<file path="config.mk">
export PLATFORM = sky130hd
export DESIGN_NAME = pwm_ramp_ctrl
export DESIGN_NICKNAME = d
export VERILOG_FILES = /design/src/rtl/pwm_ramp_ctrl.sv
export SDC_FILE = /design/constraint.sdc
export NUM_CORES = 1
export LEC_CHECK = 0
export BUFFER_PORTS_ARGS = -buffer_cell sky130_fd_sc_hd__buf_4
export CAP_MARGIN = 20
export CORE_MARGIN = 4
export CORE_UTILIZATION = 45
export DETAILED_ROUTE_END_ITERATION = 8
export GPL_ROUTABILITY_DRIVEN = 0
export HOLD_SLACK_MARGIN = 0.08
export SLEW_MARGIN = 20
export SYNTH_ARGS = -nofsm -noshare
export SYNTH_HDL_FRONTEND = slang
export SYNTH_SLANG_ARGS = --single-unit
</file>
<file path="constraint.sdc">
create_clock -name clk -period 13.45 [get_ports clk]
set_input_delay 0.6725 -clock clk [delete_from_list [all_inputs] [get_ports clk]]
set_output_delay 0.6725 -clock clk [all_outputs]
set_load 0.02 [all_outputs]
</file>
<file path="src/rtl/pwm_ramp_ctrl.sv">
// pwm_ramp_ctrl: duty-target sequencer for one pwm channel.
// Accepts a target over valid/ready and steps the threshold toward it once per
// pwm period, always on the period wrap so the pwm never sees a partial period.
// Ports:
//   clk, resetn (async, active-low), enable (0 = abort, hold counter at 0)
//   s_valid/s_ready/s_target : target request handshake
//   step         : per-period increment, 0 = jump straight to target
//   threshold    : pwm threshold drive
//   period_start : high while the period counter is 0
//   busy         : high while ramping
//   done         : one-cycle pulse when threshold reaches target
// Optional: define PWM_RAMP_CTRL_CLAMP_EN to add max_duty, which clamps the
// accepted target to min(s_target, max_duty).
module pwm_ramp_ctrl #(
    parameter int NBITS = 10
) (
    input  logic             clk,
    input  logic             resetn,
    input  logic             enable,
    input  logic             s_valid,
    output logic             s_ready,
    input  logic [NBITS-1:0] s_target,
    input  logic [NBITS-1:0] step,
`ifdef PWM_RAMP_CTRL_CLAMP_EN
    input  logic [NBITS-1:0] max_duty,
`endif
    output logic [NBITS-1:0] threshold,
    output logic             period_start,
    output logic             busy,
    output logic             done
);

    typedef enum logic {
        IDLE = 1'b0,
        RAMP = 1'b1
    } state_t;

    localparam logic [NBITS-1:0] ONE = {{(NBITS-1){1'b0}}, 1'b1};

    state_t           state_q, state_d;
    logic [NBITS-1:0] cnt_q, cnt_d;
    logic [NBITS-1:0] thr_q, thr_d;
    logic [NBITS-1:0] tgt_q, tgt_d;
    logic             done_q, done_d;
    logic             busy_q, busy_d;
    logic             pstart_q, pstart_d;

    logic [NBITS-1:0] acc_tgt;
    logic             wrap;
    logic             up;
    logic [NBITS:0]   diff;

`ifdef PWM_RAMP_CTRL_CLAMP_EN
    assign acc_tgt = (s_target > max_duty) ? max_duty : s_target;
`else
    assign acc_tgt = s_target;
`endif

    assign wrap    = enable && (cnt_q == '1);
    assign up      = (tgt_q >= thr_q);
    assign diff    = up ? ({1'b0, tgt_q} - {1'b0, thr_q})
                        : ({1'b0, thr_q} - {1'b0, tgt_q});
    assign s_ready = enable && (state_q == IDLE);

    always_comb begin
        state_d = state_q;
        cnt_d   = cnt_q;
        thr_d   = thr_q;
        tgt_d   = tgt_q;
        done_d  = 1'b0;
        if (!enable) begin
            state_d = IDLE;
            cnt_d   = '0;
            thr_d   = '0;
            tgt_d   = '0;
        end else begin
            cnt_d = cnt_q + ONE;
            unique case (state_q)
                IDLE: begin
                    // Acceptance never moves threshold, even on a wrap edge.
                    if (s_valid) begin
                        tgt_d   = acc_tgt;
                        state_d = RAMP;
                    end
                end
                RAMP: begin
                    if (wrap) begin
                        if ((step == '0) || ({1'b0, step} >= diff)) begin
                            thr_d   = tgt_q;
                            done_d  = 1'b1;
                            state_d = IDLE;
                        end else if (up) begin
                            // diff > step, so neither add nor subtract can
                            // wrap or pass the target.
                            thr_d = thr_q + step;
                        end else begin
                            thr_d = thr_q - step;
                        end
                    end
                end
                default: state_d = IDLE;
            endcase
        end
        busy_d   = (state_d == RAMP);
        pstart_d = (cnt_d == '0);
    end

    always_ff @(posedge clk or negedge resetn) begin
        if (!resetn) begin
            state_q  <= IDLE;
            cnt_q    <= '0;
            thr_q    <= '0;
            tgt_q    <= '0;
            done_q   <= 1'b0;
            busy_q   <= 1'b0;
            pstart_q <= 1'b1;
        end else begin
            state_q  <= state_d;
            cnt_q    <= cnt_d;
            thr_q    <= thr_d;
            tgt_q    <= tgt_d;
            done_q   <= done_d;
            busy_q   <= busy_d;
            pstart_q <= pstart_d;
        end
    end

    assign threshold    = thr_q;
    assign done         = done_q;
    assign busy         = busy_q;
    assign period_start = pstart_q;

endmodule

</file>
==> results of run 1 <==
flip-flops by register name (all words and copies together) (netlist names):
name          count
cnt_q            10
busy              1
tgt_q            10
threshold        10
done              1
period_start      1
kinds of logic after synthesis:
logic type,Yosys count
multiplexers,12
AO/OA/AOI/OAI,113
adder cells (fa/ha/maj),44
flip-flops,33
AND/OR/NAND/NOR,118
XOR/XNOR,29
buffers and inverters,47
Yosys cell counts (all sizes together) (3+ instances only):
library cell	instances	area, um^2
or2	4	25.0
mux2	3	37.5
o31ai	3	22.5
nand3	8	52.6
nor3	11	65.1
xnor2	18	158
buf	6	56.3
inv	34	128
o21bai	5	37.5
ha	41	513
nand2b	5	31.3
xor2	11	96.3
nand2	40	150
nor4	3	18.8
dfrtp	32	801
nor2	24	92.6
a21o	9	68.8
o21ai	21	116
a21oi	43	241
fa	3	60.1
or3	6	37.5
clkbuf	7	26.3
and3	3	18.8
and2	4	26.3
mux2i	9	90.1
a211oi	14	110
cell type report:
cell class / count / area (um^2) / share of cell area (%)
inverter: 34 / 128 / 3.35
tap: 99 / 124 / 3.25
sequential: 33 / 827 / 21.7
clock buffer: 7 / 86.3 / 2.27
multi-input combinational: 316 / 2340 / 61.3
clock inverter: 1 / 30.0 / 0.788
timing repair buffer: 37 / 278 / 7.29
power groups by stage:
stage	Combinational, W	Sequential [W]	Clock [W]
floorplan	0.000118	0.000108	0
global placement	0.000153	0.000108	0
detailed placement	0.000154	0.000108	0
CTS	0.000154	0.000106	0.0000993
global route	0.000172	0.000107	0.000103
finish	0.000155	0.000106	0.0000964
critical path: cells and delay by family (launching register included):
family | cells | cell delay, ns
multiplexers | 1 | 0.38
AND/OR/NAND/NOR | 2 | 0.36
adder cells (fa/ha/maj) | 2 | 0.75
AO/OA/AOI/OAI | 11 | 2.56
buffers and inverters | 1 | 0.14
flip-flops | 1 | 0.52
XOR/XNOR | 1 | 0.23
per-layer routing:
layer  vias up  global-route usage (%)  part of all wire [%]
met2        51                    34.9                    48
met3         9                    2.55                   2.9
met4         0                    5.41                   1.1
met1      1387                    27.1                    48
li1       1469                       -                     -
met5         -                       0                     0
stage by stage:
step                      util, %  hold WS, ns  std cells  area, um^2
after floorplan                 -        0.377        396        3370
after global placement       50.9        0.457        519        3690
after detailed placement     50.9        0.460        519        3690
after CTS                    52.5        0.334        527        3810
after global routing         52.5        0.343        527        3810
final                        52.5        0.322        527        3810
final timing paths:
check / start / to / slack [ns] / cells after the start
max in group asynchronous: resetn / period_start / 12.80 / 1
max reg2reg: threshold[1] / threshold[6] / 8.38 / 18
min reg2reg: cnt_q[0] / cnt_q[0] / 0.47 / 1
min: resetn / tgt_q[8] / 0.32 / 1
max: threshold[1] / threshold[6] / 8.38 / 18
min in group clk: cnt_q[0] / cnt_q[0] / 0.47 / 1
==> flow_summary.json, run 1 <==
{
  "run_status": "complete, no violations",
  "grt_use_total_pct": 20.4,
  "synthSimpleGateAreaFrac_pct": 17.6,
  "cts_buffers": 5,
  "p_int_w": 0.000232,
  "synthAdderAreaFrac_pct": 17.0,
  "cts_sinks": 33,
  "num-nets-final": 495,
  "worstPathRequired_ns": 13.63,
  "routedWlPerCell_um": 16.0,
  "post_drt_via_cell_ratio": 5.53,
  "cts-root-buf": "clkbuf_8",
  "grt_max_degree": 34,
  "area_delta_synth_final_pct": 12.9,
  "cts_buffer_depth": 2,
  "hold_viol_final": 0,
  "finalWirelength_um": 8430,
  "postCtsSetupBuffers": 0,
  "post-dp-hpwl_um": 6760,
  "crit_chain": "inv_1 > fa_1 > a211oi_1 > nor2_1 > or2_2 > a21oi_1 > o21bai_1 > a211oi_1 > a21oi_1 > xnor2_1 > ha_1 > a2111oi_0 > o311a_2 > a211oi_1 > o311a_4 > a21oi_4 > mux2_2 > a211oi_1",
  "slowest_delay_ns": 0.58,
  "first_iter_violations": 83,
  "worstMarginPinSlew_ns": 0.916,
  "clock_power_share_pct": 27.0,
  "htreeDepth": 2,
  "hold_path.class": "primary input to async pin",
  "finalSetupTns_ns": 0,
  "maxSlewHeadroom_pct": 38.9,
  "cts_resized": 0,
  "synthFlopType": "dfrtp_1",
  "crit_path_start_kind": "flip-flop",
  "io_pins": 38,
  "coreArea_um2": 7250,
  "critPathArrivalTime_ns": 5.25,
  "port_buffers": 37,
  "num_antenna_cells": 0,
  "critical_path_class": "flip-flop to flip-flop",
  "finalSetupViolCount": 0,
  "muxShareOfSynthArea_pct": 3.78,
  "die_x_um": 94.6,
  "slowest_stage": "a2111oi_0",
  "p_seq_share_pct": 29.7,
  "syn_inst": 396,
  "p_leak_nw": 1.69,
  "worst_path_most_repeated_cell": "a211oi_1",
  "vias": 2916,
  "most-common-layout-cells": "41 x ha_1, 40 x a21oi_1, 40 x nand2_1",
  "yosys_register_bits": 33,
  "worstSkewPairLatency_ns": 0.28,
  "synth_edf_count": 0,
  "switching_power_w": 0.000125,
  "antenna_found_initial": 0,
  "syn-cell-area_um2": 3370,
  "synth_nets": 464,
  "power_w": 0.000357,
  "ir_worst_vdd_mv": 0.0653,
  "endpoint_kind": "flip-flop",
  "grt_pass1_wl_um": 14400,
  "synth_top_family_by_area": "compound AO/OA/AOI/OAI gates",
  "switching_share_pct": 35.1,
  "combPwrFrac_pct": 43.3,
  "async_reset_ff_share_pct": 100,
  "initial_core_util_pct": 46.5,
  "hold_buffers": 0,
  "synth_xor_area_share_pct": 7.53,
  "first_pass_iters": 4,
  "fmax_ghz": 0.197,
  "cp_max_fo": 9,
  "slew_viol_final": 0,
  "finalCritPeriodShare_pct": 37.7,
  "setup_ws_ns": 8.38,
  "core.rowCount": 31,
  "synth-seq-area-share_pct": 24.5,
  "ant_nets": 0,
  "powerDensity_nw_per_um2": 93.8,
  "skew_ns": 0.0106,
  "grt_pass1_vias": 2992,
  "grt-ovfl-total": 0,
  "chipHeight_um": 94.6,
  "die_area_um2": 8950,
  "drive_gt1_share_pct": 16.6,
  "yosysUniqueCellTypes": 59,
  "mostFrequentLayoutCell": "ha_1",
  "yosysWarnings": 0,
  "synth.avg_cell_area_um2": 8.52,
  "cts_tree": "built",
  "clk_pin_slew_worst_paths_ns": 0.07,
  "maxCapViolations": 0,
  "period_minus_slack_ns": 5.07,
  "drc": 0,
  "grt_setup_unrepaired": "false",
  "synth_compound_area_share_pct": 23.4,
  "fill_cells": 741,
  "place_ws_ns": 8.49
}
No activity file was read; power rests on OpenSTA's default activity.
==> run 2, diff against run 1 <==
clock period = 4.75 ns   (was 13.45 ns; I/O delays follow)
==> run 2 against run 1 <==
  * Hold slack worse by 0.13 ns
  * Critical path depth up 3
  * First-iteration DRC count is 72% higher
  * Die area stayed put
  * Clock skew shrank 0.0041 ns
  * Core utilization grew 2.3 points
  * Clock-buffer cell count stayed put
  * Final area increased by 4.3%
  * Combinational power grew to 3.1 times the previous value
  * Clock power rose by 130%
  * Global-route usage about the same
  * Maximum frequency rose by 12%
==> flow_summary.json, run 2 (same netlist as run 1, synthesis figures left out) <==
{
  "run_status": "complete, no violations",
  "num_antenna_cells": 0,
  "finalNonFillerCells": 549,
  "finalCritPeriodShare_pct": 95.3,
  "path_delay_family": "compound AO/OA/AOI/OAI gates",
  "critPathLaunch": "tgt_q[0]",
  "num-nets-final": 517,
  "io_pins": 38,
  "worstPathRequired_ns": 4.95,
  "skew_ns": 0.00650,
  "final_core_util_pct": 54.8,
  "clk_pin_slew_worst_paths_ns": 0.07,
  "worstSkewPairLatency_ns": 0.29,
  "place_ws_ns": 0.156,
  "grt_max_degree": 34,
  "p_seq_share_pct": 29.9,
  "wl_met1_um": 4210,
  "first_pass_iters": 4,
  "grt_pass1_wl_um": 14200,
  "hold_viol_final": 0,
  "place_area_um2": 3850,
  "first_iter_violations": 143,
  "min_from": "s_target[1]",
  "cts-root-buf": "clkbuf_8",
  "worstMarginPinSlew_ns": 0.723,
  "cts_sinks": 33,
  "grt-ovfl-total": 0,
  "wl_met2_um": 4060,
  "crit_chain": "inv_1 > ha_1 > inv_1 > fa_1 > a211oi_1 > nor2_1 > or2_2 > a21oi_1 > o21bai_1 > a211oi_1 > a21oi_1 > xnor2_1 > ha_1 > a2111oi_1 > buf_4 > o311a_2 > a211oi_2 > o311a_4 > a21oi_4 > mux2_2 > a211oi_1",
  "dp.cells": 540,
  "ant_nets": 0,
  "crit_path_start_kind": "flip-flop",
  "die_area_um2": 8950,
  "grt_use_total_pct": 20.4,
  "port_buffers": 37,
  "final_area_um2": 3970,
  "period_minus_slack_ns": 4.53,
  "chipHeight_um": 94.6,
  "critPathArrivalTime_ns": 4.72,
  "mostFrequentLayoutCell": "buf_4",
  "critical_path_class": "flip-flop to flip-flop",
  "worst_path_most_repeated_cell": "a211oi_1",
  "finalSetupTns_ns": 0,
  "area_delta_synth_final_pct": 17.8,
  "cts_buffers": 5,
  "cts_tree": "built",
  "slowest_stage": "fa_1",
  "fill_cells": 714,
  "powerDensity_nw_per_um2": 252,
  "drc": 0,
  "cp_num_buf_inv": 3,
  "routedWlPerCell_um": 16.0,
  "cp_max_fo": 5,
  "antenna_found_initial": 0,
  "core.rowCount": 31,
  "p_leak_nw": 1.79,
  "route.met3.wl_um": 369,
  "maxCapViolations": 0,
  "post-dp-hpwl_um": 7150,
  "cts_buffer_depth": 2,
  "coreArea_um2": 7250,
  "finalWirelength_um": 8780,
  "setup_ws_ns": 0.225,
  "vias": 3025,
  "drive_gt1_share_pct": 20.7,
  "p_int_w": 0.000626,
  "slowest_delay_ns": 0.41,
  "maxSlewHeadroom_pct": 51.5,
  "clock_power_share_pct": 22.4,
  "worstReg2RegStart": "tgt_q[0]",
  "post_drt_via_cell_ratio": 5.51,
  "finalSetupViolCount": 0,
  "top_layer": "met4",
  "die_x_um": 94.6,
  "hold_path.class": "primary input to flip-flop",
  "most-common-layout-cells": "58 x buf_4, 41 x ha_1, 40 x a21oi_1, 40 x nand2_1, 34 x inv_1",
  "fmax_ghz": 0.221,
  "switching_power_w": 0.000374,
  "ir_worst_vdd_mv": 0.201,
  "grt_pass1_vias": 2941,
  "combPwrFrac_pct": 47.6,
  "endpoint_kind": "flip-flop",
  "initial_core_util_pct": 46.5,
  "slew_viol_final": 0,
  "htreeDepth": 2,
  "switching_share_pct": 37.4
}
-- run 2: tightest hold or removal path, delay by kind of cell --
kind,cells,cell delay [ns]
AO/OA/AOI/OAI,1,0.05
AND/OR/NAND/NOR,1,0.04
buffers and inverters,1,0.11
-- run 2: what timing repair did --
action | 4_1_cts | 5_1_grt
hold buffers | 1 | 0
hold endpoints to repair | 32 | 0
gates resized for setup | 0 | 4
setup buffers | 0 | 0
endpoints found under the setup margin | 0 | 9
-- run 2: power by group through the flow --
stage / combinational, W / clock, W / sequential, W
floorplan: 0.000334 / 0 / 0.000305
global placement: 0.000455 / 0 / 0.000304
detailed placement: 0.000462 / 0 / 0.000304
CTS: 0.000465 / 0.000229 / 0.000299
global route: 0.000528 / 0.000240 / 0.000300
finish: 0.000476 / 0.000224 / 0.000299
-- run 2: layer usage --
| layer | up-vias | global-route usage (%) |
|---|---|---|
| li1 | 1506 | - |
| met1 | 1442 | 28.5 |
| met2 | 66 | 32.6 |
| met3 | 11 | 2.15 |
| met4 | 0 | 7.33 |
| met5 | - | 0 |
-- run 2: per-stage QoR --
step	hold WS [ns]	power, W
after floorplan	-0.0581	0.000638
after global placement	0.210	0.000760
after detailed placement	0.212	0.000766
after CTS	0.181	0.000993
after global routing	0.185	0.00107
final	0.188	0.00100
-- run 2: worst paths after layout --
path                                     end  slack, ns  cells after the start
worst min register to register      cnt_q[0]       0.48                      1
worst min-delay path                tgt_q[1]       0.19                      3
min in group asynchronous       threshold[7]       0.42                      2
worst max-delay path            threshold[5]       0.22                     21
worst max register to register  threshold[5]       0.22                     21
max in group asynchronous       period_start       3.99                      2
-- run 2: cell type report --
type                       instances  area, um^2  share of cell area, %
sequential                        33         827                   20.8
tap                               99         124                   3.12
clock inverter                     1        7.51                  0.189
multi-input combinational        316        2360                   59.3
timing repair buffer              59         445                   11.2
clock buffer                       7        86.3                   2.17
inverter                          34         128                   3.21
==> run 3, diff against run 2 <==
==> constraint.sdc (replaced) <==
create_clock -name clk -period 4.75 [get_ports clk]
set_input_delay 1.425 -clock clk [delete_from_list [all_inputs] [get_ports clk]]
set_output_delay 1.425 -clock clk [all_outputs]
set_load 0.02 [all_outputs]
==> run 3 against run 2 <==
  * First-iteration DRC count up 7.0%
  * Clock-buffer cell count unchanged
  * Clock power up 23%
  * Core utilization up 0.19 points
  * Die area unchanged
  * Maximum frequency up 1.7%
  * Non-clock buffer count down 1
  * Clock skew down 0.0013 ns
==> flow_summary.json, run 3 (same netlist as run 1, synthesis figures left out) <==
{
  "cp_max_fo": 18,
  "grt_pass1_vias": 3011,
  "worstReg2RegStart": "threshold[5]",
  "die_area_um2": 8950,
  "place_area_um2": 3820,
  "period_minus_slack_ns": 4.45,
  "ant_nets": 0,
  "hold_path.class": "flip-flop to flip-flop",
  "dp.cells": 536,
  "critical_path_class": "flip-flop to flip-flop",
  "chipHeight_um": 94.6,
  "clock_power_share_pct": 26.1,
  "first_pass_iters": 4,
  "htreeDepth": 2,
  "reg2reg_to": "threshold[8]",
  "maxSlewHeadroom_pct": 51.8,
  "grt-ovfl-total": 0,
  "initial_core_util_pct": 46.5,
  "die_x_um": 94.6,
  "core.rowCount": 31,
  "maxCapViolations": 0,
  "power_w": 0.00106,
  "first_iter_violations": 153,
  "post-dp-hpwl_um": 7060,
  "ir_worst_vdd_mv": 0.211,
  "finalNonFillerCells": 548,
  "worstPathRequired_ns": 4.97,
  "cts_buffer_depth": 2,
  "area_delta_synth_final_pct": 18.2,
  "switching_power_w": 0.000372,
  "worstMarginPinSlew_ns": 0.720,
  "fmax_ghz": 0.225,
  "hold_buffers": 0,
  "routedWlPerCell_um": 16.0,
  "grt_max_degree": 34,
  "p_seq_share_pct": 28.3,
  "r2r_slack_ns": 0.30,
  "cts_sinks": 33,
  "critPathArrivalTime_ns": 4.67,
  "grt_setup_unrepaired": "false",
  "io_pins": 38,
  "cts_buffers": 5,
  "finalWirelength_um": 8780,
  "hold_viol_final": 0,
  "finalSetupTns_ns": 0,
  "busiest_layer": "met2",
  "run_status": "complete, no violations",
  "endpoint_kind": "flip-flop",
  "cts-root-buf": "clkbuf_8",
  "drc": 0,
  "hold-path-endpoint": "cnt_q[0]",
  "grt_use_total_pct": 20.8,
  "post_drt_via_cell_ratio": 5.55,
  "grt_pass1_wl_um": 14500,
  "p_leak_nw": 1.80,
  "clk_pin_slew_worst_paths_ns": 0.07,
  "hold_depth": 1,
  "coreArea_um2": 7250,
  "p_int_w": 0.000687,
  "cts_tree": "built",
  "min_from": "cnt_q[0]",
  "final_area_um2": 3990,
  "num_antenna_cells": 0,
  "reg2reg_depth": 17,
  "use_met3_pct": 2.07,
  "crit_path_start_kind": "flip-flop",
  "antenna_found_initial": 0,
  "combPwrFrac_pct": 45.6,
  "port_buffers": 37,
  "num-nets-final": 516,
  "worstSkewPairLatency_ns": 0.28,
  "skew_ns": 0.00519,
  "mostFrequentLayoutCell": "buf_4",
  "switching_share_pct": 35.1,
  "finalCritPeriodShare_pct": 93.6,
  "met1_usage_pct": 28.1,
  "vias": 3044,
  "finalSetupViolCount": 0,
  "slew_viol_final": 0,
  "use_met2_pct": 35.7,
  "most-common-layout-cells": "58 x buf_4, 41 x ha_1, 40 x nand2_1",
  "powerDensity_nw_per_um2": 266,
  "fill_cells": 706,
  "drive_gt1_share_pct": 21.2
}
[run 3: changes by cell type in the layout (fill, tap and decap cells not counted), sizes merged]
cell / previous run / this run
clkinvlp: 1 / 0
dlygate4sd3: 1 / 0
bufinv: 0 / 1
[run 3: per-layer routing]
| layer | up-vias | wire length (um) |
|---|---|---|
| met2 | 73 | 4150 |
| met4 | 0 | 99 |
| met5 | - | 0 |
| met1 | 1453 | 4190 |
| met3 | 10 | 334 |
| li1 | 1508 | - |
[run 3: power groups by stage]
| stage | combinational (W) | sequential [W] | clock, W |
|---|---|---|---|
| floorplan | 0.000334 | 0.000305 | 0 |
| global placement | 0.000455 | 0.000304 | 0 |
| detailed placement | 0.000457 | 0.000305 | 0 |
| CTS | 0.000461 | 0.000299 | 0.000283 |
| global route | 0.000532 | 0.000301 | 0.000291 |
| finish | 0.000483 | 0.000299 | 0.000276 |
[run 3: cell type report]
cell class,instances,area [um^2],share of cell area (%)
Tap cell,99,124,3.11
Clock buffer,7,86.3,2.17
Inverter,34,128,3.20
Clock inverter,1,30.0,0.753
Multi-Input combinational cell,316,2360,59.1
Timing Repair Buffer,58,435,10.9
Sequential cell,33,827,20.7
[run 3: what timing repair did]
item / CTS / global route
setup endpoints to repair: 0 / 10
resized for setup: 0 / 5
buffers inserted: 0 / 4
[run 3: worst max-delay path by stage]
| stage | startpoint | endpoint | slack [ns] | cells past startpoint |
|---|---|---|---|---|
| floorplan | threshold[8] | threshold[5] | 0.23 | 18 |
| global placement | threshold[5] | threshold[2] | 0.09 | 16 |
| detailed placement | threshold[5] | threshold[8] | 0.07 | 16 |
| CTS | threshold[5] | threshold[8] | 0.04 | 16 |
| global route | tgt_q[0] | threshold[6] | 0.0007 | 21 |
| finish | threshold[5] | threshold[8] | 0.30 | 17 |
[run 3: metrics by stage]
| stage | util (%) | setup slack [ns] | hold WS [ns] |
|---|---|---|---|
| floorplan | - | 0.230 | 0.435 |
| global placement | 52.7 | 0.0948 | 0.459 |
| detailed placement | 52.7 | 0.0744 | 0.455 |
| CTS | 54.3 | 0.0398 | 0.465 |
| global route | 55.0 | 0.000699 | 0.496 |
| finish | 55.0 | 0.302 | 0.467 |
[run 3: worst max-delay path: stages, from the launching register on]
cell and delay, ns:
dfrtp_1 0.45, inv_1 0.07, ha_1 0.41, and4_4 0.30, nand3_4 0.11, o21ai_2 0.31
nor2_4 0.17, nand2_1 0.09, o21ai_0 0.21, fa_1 0.49, a21o_1 0.19, a211oi_1 0.26
nor2_1 0.11, o41ai_1 0.39, xor2_1 0.10, or3_1 0.31, mux2_4 0.28, a21oi_2 0.13
